`src/rtl/jk_bank_pkg.sv`:
```
// jk_bank_pkg: shared types and helpers for the JK bank arbiter.
//   arb_state_e : arbiter state (IDLE / LOCKED)
//   JK_*        : JK command encodings, {j,k}
//   jk_next     : next value of one JK bit
package jk_bank_pkg;

   typedef enum logic {
      IDLE   = 1'b0,
      LOCKED = 1'b1
   } arb_state_e;

   localparam logic [1:0] JK_HOLD = 2'b00;
   localparam logic [1:0] JK_CLR  = 2'b01;
   localparam logic [1:0] JK_SET  = 2'b10;
   localparam logic [1:0] JK_TGL  = 2'b11;

   function automatic logic jk_next(input logic q, input logic j, input logic k);
      logic r;
      case ({j, k})
         JK_HOLD: r = q;
         JK_CLR:  r = 1'b0;
         JK_SET:  r = 1'b1;
         default: r = ~q;   // JK_TGL
      endcase
      return r;
   endfunction

endpackage

```
`src/rtl/jk_bank.sv`:
```
// jk_bank: NBITS JK-style state bits sharing one enable.
//   clk, rst : clock, async active-high reset (bits clear to 0)
//   en       : apply j/k this edge; otherwise hold
//   j, k     : per-bit JK command
//   q        : bank state
module jk_bank
   import jk_bank_pkg::*;
#(
   parameter int NBITS = 8
)(
   input  logic             clk,
   input  logic             rst,
   input  logic             en,
   input  logic [NBITS-1:0] j,
   input  logic [NBITS-1:0] k,
   output logic [NBITS-1:0] q
);

   logic [NBITS-1:0] q_nxt;

   always_comb begin
      q_nxt = q;
      for (int b = 0; b < NBITS; b++) q_nxt[b] = jk_next(q[b], j[b], k[b]);
   end

   always_ff @(posedge clk or posedge rst) begin
      if (rst)     q <= '0;
      else if (en) q <= q_nxt;
   end

endmodule

```
`src/rtl/jk_bank_arbiter.sv`:
```
// jk_bank_arbiter: round-robin arbiter sharing one JK bank among NREQ
// requesters, with optional multi-cycle bank locking by the winner.
//   clk, rst     : clock, async active-high reset
//   req_valid    : per-requester command pending
//   req_lock     : per-requester "keep the bank after this grant"
//   req_j, req_k : per-requester JK masks, slice r at [r*NBITS +: NBITS]
//   gnt          : one-hot (or zero) acceptance this cycle
//   q            : bank state
//   locked       : bank held by owner
//   owner        : lock holder index (0 while unlocked)
module jk_bank_arbiter
   import jk_bank_pkg::*;
#(
   parameter  int NREQ  = 4,
   parameter  int NBITS = 8,
   localparam int OW    = (NREQ > 1) ? $clog2(NREQ) : 1
)(
   input  logic                  clk,
   input  logic                  rst,
   input  logic [NREQ-1:0]       req_valid,
   input  logic [NREQ-1:0]       req_lock,
   input  logic [NREQ*NBITS-1:0] req_j,
   input  logic [NREQ*NBITS-1:0] req_k,
   output logic [NREQ-1:0]       gnt,
   output logic [NBITS-1:0]      q,
   output logic                  locked,
   output logic [OW-1:0]         owner
);

   arb_state_e       state;
   logic [OW-1:0]    ptr, owner_r, win, sel;
   logic             win_found, accept, sel_lock;
   logic [NBITS-1:0] sel_j, sel_k;

   function automatic logic [OW-1:0] ptr_inc(input logic [OW-1:0] x);
      return (int'(x) == NREQ - 1) ? '0 : x + OW'(1);
   endfunction

   // First valid requester at or after ptr, wrapping.
   always_comb begin
      int idx;
      idx       = 0;
      win       = '0;
      win_found = 1'b0;
      for (int i = 0; i < NREQ; i++) begin
         idx = int'(ptr) + i;
         if (idx >= NREQ) idx = idx - NREQ;
         if (!win_found && req_valid[idx]) begin
            win_found = 1'b1;
            win       = OW'(idx);
         end
      end
   end

   // Grant depends only on state, ptr and valids; held low during reset.
   always_comb begin
      gnt = '0;
      if (!rst) begin
         if (state == LOCKED) gnt[owner_r] = req_valid[owner_r];
         else if (win_found)  gnt[win]     = 1'b1;
      end
   end

   assign sel      = (state == LOCKED) ? owner_r : win;
   assign accept   = |(gnt & req_valid);
   assign sel_lock = req_lock[sel];
   assign sel_j    = req_j[int'(sel)*NBITS +: NBITS];
   assign sel_k    = req_k[int'(sel)*NBITS +: NBITS];

   always_ff @(posedge clk or posedge rst) begin
      if (rst) begin
         state   <= IDLE;
         ptr     <= '0;
         owner_r <= '0;
      end else begin
         case (state)
            IDLE: begin
               if (accept) begin
                  if (sel_lock) begin
                     owner_r <= win;
                     state   <= LOCKED;
                  end else begin
                     ptr <= ptr_inc(win);
                  end
               end
            end
            LOCKED: begin
               // Owner lock low releases either way: with valid it is a final
               // accepted command, without valid it is a bare release.
               if (!req_lock[owner_r]) begin
                  state   <= IDLE;
                  ptr     <= ptr_inc(owner_r);
                  owner_r <= '0;
               end
            end
            default: state <= IDLE;
         endcase
      end
   end

   assign locked = (state == LOCKED);
   assign owner  = owner_r;

   jk_bank #(.NBITS(NBITS)) u_bank (
      .clk (clk),
      .rst (rst),
      .en  (accept),
      .j   (sel_j),
      .k   (sel_k),
      .q   (q)
   );

endmodule

```
`config.mk`:
```
export PLATFORM = sky130hd
export DESIGN_NAME = jk_bank_arbiter
export DESIGN_NICKNAME = d
export VERILOG_FILES = /design/src/rtl/jk_bank_pkg.sv /design/src/rtl/jk_bank.sv /design/src/rtl/jk_bank_arbiter.sv
export SDC_FILE = /design/constraint.sdc
export NUM_CORES = 1
export LEC_CHECK = 0
export ABC_AREA = 1
export CELL_PAD_IN_SITES_DETAIL_PLACEMENT = 2
export CELL_PAD_IN_SITES_GLOBAL_PLACEMENT = 2
export CORE_ASPECT_RATIO = 0.5
export CORE_MARGIN = 2
export CORE_UTILIZATION = 21
export DETAILED_ROUTE_END_ITERATION = 8
export PLACE_DENSITY = 0.83
export SLEW_MARGIN = 20
export SYNTH_ARGS = -nofsm -noshare
export SYNTH_HDL_FRONTEND = slang
export SYNTH_HIERARCHICAL = 1
export SYNTH_SLANG_ARGS = --single-unit
```
`constraint.sdc`:
```
create_clock -name clk -period 2.7 [get_ports clk]
set_input_delay 0.27 -clock clk [delete_from_list [all_inputs] [get_ports clk]]
set_output_delay 0.27 -clock clk [all_outputs]
set_load 0.05 [all_outputs]
```
Yosys cells after proc, flatten, opt, wreduce, memory -nomap -nowiden --
Index checks and enable logic that the tools add are counted.
Word-level totals: register bits after elaboration 13, bits of input ports 74, output and inout port bits 15
Operators by class: $add $sub $neg 9, order comparisons 13, eq/ne operators 22, shift-type cells 2, mux-type cells 60, bitwise operators 19, reductions and logical operators 27
Operators with widths (count):
- $lt 32x4->1 const B | 4
- $mux 32 | 4
- $shiftx 32x6->8 | 2
- $mux 2 | 13
- $pmux 1 s3 | 8
- $eq 2x1->1 const B | 10
- $mux 1 | 20
- $not 1->1 | 17
- $eq 2x2->1 const B | 8
- $logic_not 2->1 | 8
- $reduce_and 2->1 | 8
- $bmux 1 s2 | 7
- $mux 4 | 3
- $sub 3x3->4 const B | 3
- $ge 3x3->1 const B | 3
- $lt 2x3->1 const B | 3
- $and 4x4->4 | 2
- $ne 2x2->1 const B | 4
- $pmux 2 s2 | 2
- $add 2x2->3 const B | 2
- $reduce_and 3->1 | 2
- $logic_and 1x1->1 | 5
- $add 2x1->2 const B | 2
- $demux 1 s2 | 2
- 7 further kinds | 10

Logic depth before layout (Yosys ltp) --
Gate-level depths: netlist (run 1).
depth after elaboration 26, gate-level depth with buffers 24

Cells and area by module --
The synthesis (run 1) kept the hierarchy.
By module, submodules not included:
- jk_bank_arbiter | instances 1, cells an instance 261, area each 1416.4 sq um
- jk_bank | instances 1, cells an instance 107, area each 744.5 sq um

Worst setup path after synthesis (run 1) --
OpenSTA, ideal clock, no wires.
path type reg-to-output, start point reg ptr[0], end point out gnt[2], arrival 2.322 ns, data required time 2.430 ns, slack 0.108 ns, cell stages (with the launch flop) 16, path through dfrtp_1 buf_6 nand2_1 nand2_2 nand2_2 nand2_2 nor2_4 nand3_1 nand3_1 nand2_2 inv_1 ha_1 inv_1 nor2_1 nand2_1 a21oi_1
On the way: cells in the longest elaborated chain, start to end 22, elaborated cells between the ends (all ways) 49, classes of those cells add/sub (7); order compare (6); mux (29); reduce/logical (7)
RTL lines:
- from (decl) | line jk_bank_arbiter.sv:31 | logic [OW-1:0] ptr, owner_r, win, sel;
- from (signal assigned) | line jk_bank_arbiter.sv:83 | ptr <= ptr_inc(win);
- from (signal assigned) | line jk_bank_arbiter.sv:92 | ptr <= ptr_inc(owner_r);
- parallel branches: the longest is 19 deep, another holds $sub 3x3->4
- $mux 4 * | line jk_bank_arbiter.sv:60 | else if (win_found) gnt[win] = 1'b1;
- $mux 4 * | line jk_bank_arbiter.sv:59 | if (state == LOCKED) gnt[owner_r] = req_valid[owner_r];
- $mux 4 * | line jk_bank_arbiter.sv:58 | if (!rst) begin
- to (decl) | line jk_bank_arbiter.sv:24 | output logic [NREQ-1:0] gnt,
Every way passes the cells marked *. The select of a mux whose other input is x is not followed.

Final worst setup path (run 1) --
start point reg ptr[0], end point reg u_bank.q[1]
On the way: cells in the longest elaborated chain, start to end 25, elaborated cells between the ends (all ways) 60, classes of those cells add/sub (7); order compare (6); eq/ne (2); shift (2); mux (31); bitwise (2); reduce/logical (10)
RTL lines:
- parallel branches: the longest is 19 deep, another holds $sub 3x3->4
- $mux 4 * | line jk_bank_arbiter.sv:60
- $mux 4 * | line jk_bank_arbiter.sv:59
- $mux 4 * | line jk_bank_arbiter.sv:58
- $and 4x4->4 * | line jk_bank_arbiter.sv:65 | assign accept = |(gnt & req_valid);
- $reduce_or 4->1 * | line jk_bank_arbiter.sv:65
- via accept | line jk_bank_arbiter.sv:32 | logic win_found, accept, sel_lock;
- $reduce_and 2->1 (no source line) *
- to (signal assigned) | line jk_bank.sv:28 | else if (en) q <= q_nxt;
- to (decl) | line jk_bank.sv:16 | output logic [NBITS-1:0] q
Mark *: on every way through the listed nets, which the timed path passes. The select of a mux whose other input is x is not followed. A chain may end at the register's enable or synchronous reset.

==> run metrics, run 1 <==
status finished, violations left; failing checks negative setup slack; Worst Hold Class input pin to asynchronous set/reset pin; top cells by count, synth nand2_1, inv_1, nor2_1; mean post-synth cell area about 5.9 sq um; # IOs 89; CTS tree done; nets@finish a little over 600; Post-Route WL between 10000 and 15000 um; Post-synth EDFFs 0; total clock sinks 13; Final GP Congestion around 0.8; fin util 0.424; Vias roughly 3000; Starting Density 0.214; core area between 10000 and 15000 sq um; Slew HR 0.634; Critical Path Start Type flip-flop; leading area contributor after synthesis nand2_1; total CTS buffers 3; most area-consuming cells after synthesis nand2_1, dfrtp_1, ha_1, inv_1, nor2_1; Fin Clk Skew about 0.0044 ns; count of final max-slew check failures 0; antenna violations before repair 0; sequential share of the synthesized area 0.151; ANT nets after route 0; hold_ws around 0.36 ns; # Max-Cap Violations 0; share of the synthesized area in the top cell type 0.170; cell chain of the critical path clkbuf_16 -> nand2_2 -> nand3_2 -> nand2_2 -> nor2_4 -> nand3_4 -> nand3_4 -> buf_6 -> ha_1 -> inv_1 -> nor2_1 -> nand2_1 -> nand2_1 -> nand3_1 -> nand2_2 -> nor2_4 -> inv_2 -> clkinv_4 -> buf_6 -> nor2_2 -> nand3_1 -> nand2_1; unique cell type count in the Yosys netlist 23; most frequent cell after synthesis nand2_1; Setup violations, final 17; Synth Warn # 6; GRT Total Usage 0.189; RR Endpoint u_bank/q[1]; RSZ-0062 raised after global routing true; Worst setup EP type flip-flop; DIE AREA 11200 sq um; Max FO, Critical Path 4; CTS Hold Bufs 0; worst slew pin tran about 0.55 ns; I/O Buffers 88; clk_lat worst skew between 0.2 and 0.3 ns; placed wire-length estimate 7800 um; crit-path max cell delay between 0.4 and 0.5 ns; Avg Vias per Cell 4.69; final hold vios 0; Mapped Nets between 400 and 500; setup slack after layout -0.347 ns; Multi-input gate area 1910 sq um; r2r setup slk -0.35 ns; Cell Area, Synth approximately 2200 sq um; number of global-route vias before repair between 3000 and 4000; fill count 1162; worst path bufs/invs 6; CP max stage cell dfrtp_2; clk buf depth 2; Async SR Flop Fraction 1.00; cell count of the worst reg-to-reg path 22; CTS H-tree depth 1; period utilization 1.13; drt drc 0; top_reg_cell synth dfrtp_1; register area between 300 and 400 sq um; Top delay family on crit path simple AND/OR/NAND/NOR gates; row count 26; routed len/inst roughly 20 um; First DRT Iteration DRCs between 80 and 90; Setup CP Type flip-flop to flip-flop; Yosys reg bits 13; GRT overflow 0; DRT Pass-1 Iters 4; CP arrival approximately 3.2 ns; worst r2r src ptr[0]; number of diodes 0; post-route minimum period just over 3 ns; layout cells sized above 1 0.314; area of all placed cells without fillers roughly 4300 sq um; Die Wd around 150 um; first-pass GRT wire length about 17000 um; register clock-pin slew on the reported worst setup and hold paths approximately 0.05 ns; CP Data Required Time between 2 and 3 ns; largest net degree at the start of global routing 21; chip height approximately 76 um; Mapped Cells 368; Post-DP Area 3500 sq um; Root Buffer Master clkbuf_16; Achievable Freq approximately 0.33 GHz; Area Overhead vs Synth 98.7%
[cells in the final DEF, fill, tap and decap left out, types with 2 or more instances in the layout]
cell type,count
clkdlybuf4s50_1,81
nand2_1,76
inv_1,46
buf_4,42
nor2_1,40
nand2_2,27
o21ai_0,23
nand3_1,17
ha_1,17
o21ai_1,16
o22ai_1,14
dfrtp_1,11
buf_12,10
nand3_2,9
nand2_4,8
inv_2,7
ha_4,7
clkbuf_16,7
nor2_2,6
nor2_4,5
nand3_4,5
o21ai_2,5
buf_6,5
a21oi_1,3
a21oi_4,3
clkinv_4,2
nand2_8,2
o22ai_2,2
dlygate4sd2_1,2
dfrtp_2,2
[sequential cells by signal, summed over array words and instances, names as in the netlist]
signal	flops
locked	1
owner	2
ptr	2
u_bank/q	8
[through the flow]
stage	setup TNS (ns)	setup slack (ns)	std cells
floorplan	0	0.108	368
global placement	-2.65	-0.224	619
detailed placement	-5.01	-0.394	619
CTS	-0.377	-0.0601	636
global route	-6.31	-0.468	649
finish	-3.97	-0.347	649
[per-layer routing]
metal,share of wire,up-vias,GRT usage
met2,0.57,63,0.415
met5,0,-,0
li1,-,1455,-
met3,0.022,18,0.0180
met1,0.39,1508,0.203
met4,0.016,0,0.0331
[kinds of logic after synthesis]
group                      count (synthesis)  synth area share
and+or+nand+nor                          195             0.405
AOI/OAI and AO/OA                         68             0.169
adders and majority gates                 24             0.139
DFF                                       13             0.151
buffers and inverters                     68             0.137
[layout make-up]
class | instances | share of cell area
tap | 140 | 0.0408
sequential | 13 | 0.0763
clock buffer | 4 | 0.0184
timing repair buffer | 147 | 0.362
inverter | 57 | 0.0557
multi-input combinational | 287 | 0.446
timing repair inverter | 1 | 0.00117
[how the worst max path moves through the flow]
stage / depth (start not counted) / from / end / slack [ns]
floorplan: 15 / ptr[0] / gnt[2] / 0.11
global placement: 18 / req_valid[0] / u_bank/q[6] / -0.22
detailed placement: 19 / req_valid[2] / u_bank/q[6] / -0.39
CTS: 17 / ptr[0] / gnt[2] / -0.06
global route: 19 / ptr[0] / u_bank/q[1] / -0.47
finish: 22 / ptr[0] / u_bank/q[1] / -0.35
[what timing repair did]
item                                   4_1_cts  5_1_grt
gates resized for setup                     28       81
setup buffers                               12        8
pin swaps                                    6       36
gates cloned                                 1        5
setup endpoints to repair                   16       17
endpoints found under the hold margin        0        0
Power of run 1 is left out: the tool's default activity adds up to more than one toggle a clock period on the data nets, which glitch-free logic cannot reach.
==> run 2, diff against run 1 <==
--- a/config.mk
+++ b/config.mk
@@ -12,6 +12,7 @@
 export CORE_MARGIN = 2
 export CORE_UTILIZATION = 21
 export DETAILED_ROUTE_END_ITERATION = 8
+export HOLD_SLACK_MARGIN = 0.05
 export PLACE_DENSITY = 0.83
 export SLEW_MARGIN = 20
 export SYNTH_ARGS = -nofsm -noshare
==> constraint.sdc (replaced) <==
create_clock -name clk -period 2.7 [get_ports clk]
set_input_delay 0.405 -clock clk [delete_from_list [all_inputs] [get_ports clk]]
set_output_delay 0.405 -clock clk [all_outputs]
set_load 0.05 [all_outputs]
==> run 2 against run 1 <==
  * The run still ends with negative setup slack left
  * Sequential share of layout area is 0.39 points lower
  * Die area did not move
  * Routed wire length is 1.8% lower
  * Count of clock-buffer cells in the layout shrank 1
  * Clock skew grew 0.0035 ns
  * Critical path type unchanged
  * Cell count increased by 1.5%
  * Cell area grew 5.3%
==> run metrics, run 2 (same netlist as run 1, synthesis figures left out) <==
placed wire-length estimate 7910 um (+1.4%); nets@finish 618 (+1.6%); register area 328 sq um (unchanged); DIE AREA 11200 sq um (unchanged); Finished Layout Cells 659 (+1.5%); Avg Vias per Cell 4.65 (-0.81%); ANT nets after route 0 (unchanged); RSZ-0062 raised after global routing true; Die Wd 147 um (unchanged); Starting Density 0.214 (unchanged); row count 26 (unchanged); max reg flops 8 (unchanged); CTS H-tree depth 1 (unchanged); Setup CP Type flip-flop to flip-flop; worst slew pin tran 0.545 ns (-0.00135 ns); period utilization 1.12 (-0.00611); CTS tree done; Worst Hold Class input pin to asynchronous set/reset pin; total clock sinks 13 (unchanged); failing checks negative setup slack; fill count 1148 (-1.2%); drt drc 0 (unchanged); most frequent cells in the layout clkdlybuf4s50_1, nand2_1, buf_4, nand2_2, nor2_1; layout cells sized above 1 0.408 (+0.0941); antenna violations before repair 0 (unchanged); Root Buffer Master clkbuf_16; core area 10100 sq um (unchanged); Setup violations, final 17 (unchanged); Max FO, Critical Path 8 (+4); DRT Pass-1 Iters 4 (unchanged); Vias 3066 (+0.72%); GRT overflow 0 (unchanged); Slew HR 0.635 (+0.000900); clk buf depth 2 (unchanged); register clock-pin slew on the reported worst setup and hold paths 0.05 ns (about the same); First DRT Iteration DRCs 80 (-7.0%); CTS Hold Bufs 0 (unchanged); Multi-input gate area 2070 sq um (+8.0%); Achievable Freq 0.330 GHz (+0.54%); Area Overhead vs Synth 109%; number of diodes 0 (unchanged); Placed Instances 627 (+1.3%); Final GP Congestion 0.765 (-3.5%); total CTS buffers 3 (unchanged); Largest Register u_bank/q; Post-Route WL 12700 um (-1.8%); largest net degree at the start of global routing 15 (-29%); CP Data Required Time 2.84 ns (-0.03 ns); post-route minimum period 3.03 ns (-0.0165 ns); first-pass GRT wire length 16000 um (-3.6%); setup slack after layout -0.330 ns (+0.0165 ns); routed len/inst 19.2 um (-3.3%); Worst setup EP type flip-flop; status finished, violations left; chip height 75.7 um (unchanged); # Max-Cap Violations 0 (unchanged); clk_lat worst skew 0.26 ns (about the same); Fin Clk Skew 0.00791 ns (+0.00352 ns); final hold vios 0 (unchanged); CP arrival 3.17 ns (-0.05 ns); number of global-route vias before repair 3207 (-2.4%); most common cell after layout, fill and taps aside clkdlybuf4s50_1; count of final max-slew check failures 0 (unchanged); # IOs 89 (unchanged); Critical Path Start Type flip-flop; GRT Total Usage 0.181 (-0.00767); I/O Buffers 88 (unchanged)
==> run 2: worst paths after layout <==
| path | start | cells past startpoint | to | slack, ns |
|---|---|---|---|---|
| setup / recovery | ptr[0] | 21 | u_bank/q[1] | -0.33 |
| hold / removal | rst | 2 | locked | 0.50 |
| setup reg to reg | ptr[0] | 21 | u_bank/q[1] | -0.33 |
| hold reg to reg | u_bank/q[4] | 2 | u_bank/q[4] | 0.54 |
| max in group asynchronous | rst | 3 | u_bank/q[2] | 1.77 |
| min in group clk | u_bank/q[4] | 2 | u_bank/q[4] | 0.54 |
==> run 2: metrics by stage <==
| step | setup TNS (ns) | util | hold WS (ns) | instance area (sq um) | worst slack, ns |
|---|---|---|---|---|---|
| floorplan | 0 | - | 0.217 | 2170 | 0.0673 |
| global placement | -6.02 | 0.351 | 0.500 | 3550 | -0.428 |
| detailed placement | -8.61 | 0.351 | 0.512 | 3550 | -0.576 |
| CTS | -1.48 | 0.390 | 0.491 | 3940 | -0.160 |
| global route | -5.54 | 0.447 | 0.549 | 4520 | -0.452 |
| finish | -3.07 | 0.447 | 0.503 | 4520 | -0.330 |
==> run 2: per-layer routing <==
metal  track usage  part of all wire  vias up  routed length (um)
met5             0                 0        -                   0
met4        0.0214            0.0075        0                  95
met3        0.0204             0.018       10                 233
met2         0.391              0.56       58                7050
met1         0.202              0.42     1516                5300
li1              -                 -     1482                   -
==> run 2: timing repair <==
| action | CTS | global route |
|---|---|---|
| endpoints found under the setup margin | 17 | 17 |
| buffers inserted | 12 | 11 |
| resized for setup | 64 | 112 |
| pin swaps | 20 | 55 |
| gates cloned | 1 | 5 |
==> run 2: final cells by class <==
class	count	share of cell area
multi-input cells	287	0.457
repair buffers	157	0.361
flip-flops and latches	13	0.0725
inverters	57	0.0517
well taps	140	0.0387
clock buffers	3	0.0166
repair inverters	1	0.00166
clock inverters	1	0.00111
==> run 2: worst max-delay path, stage by stage, from the launching register on <==
cell	delay [ns]
dfrtp_2	0.47
clkinvlp_4	0.18
nand2_2	0.11
nand2_2	0.07
nand2_2	0.06
nand2_2	0.06
nor2_4	0.16
buf_6	0.13
nand3_4	0.07
nand3_4	0.17
nand2_4	0.09
nand2_8	0.16
inv_8	0.06
buf_8	0.14
o21ai_0	0.22
o22ai_1	0.15
buf_4	0.15
ha_1	0.19
inv_1	0.06
nand2_1	0.06
nand3_1	0.08
nand2_1	0.06
Power of run 2 is left out for the same reason.
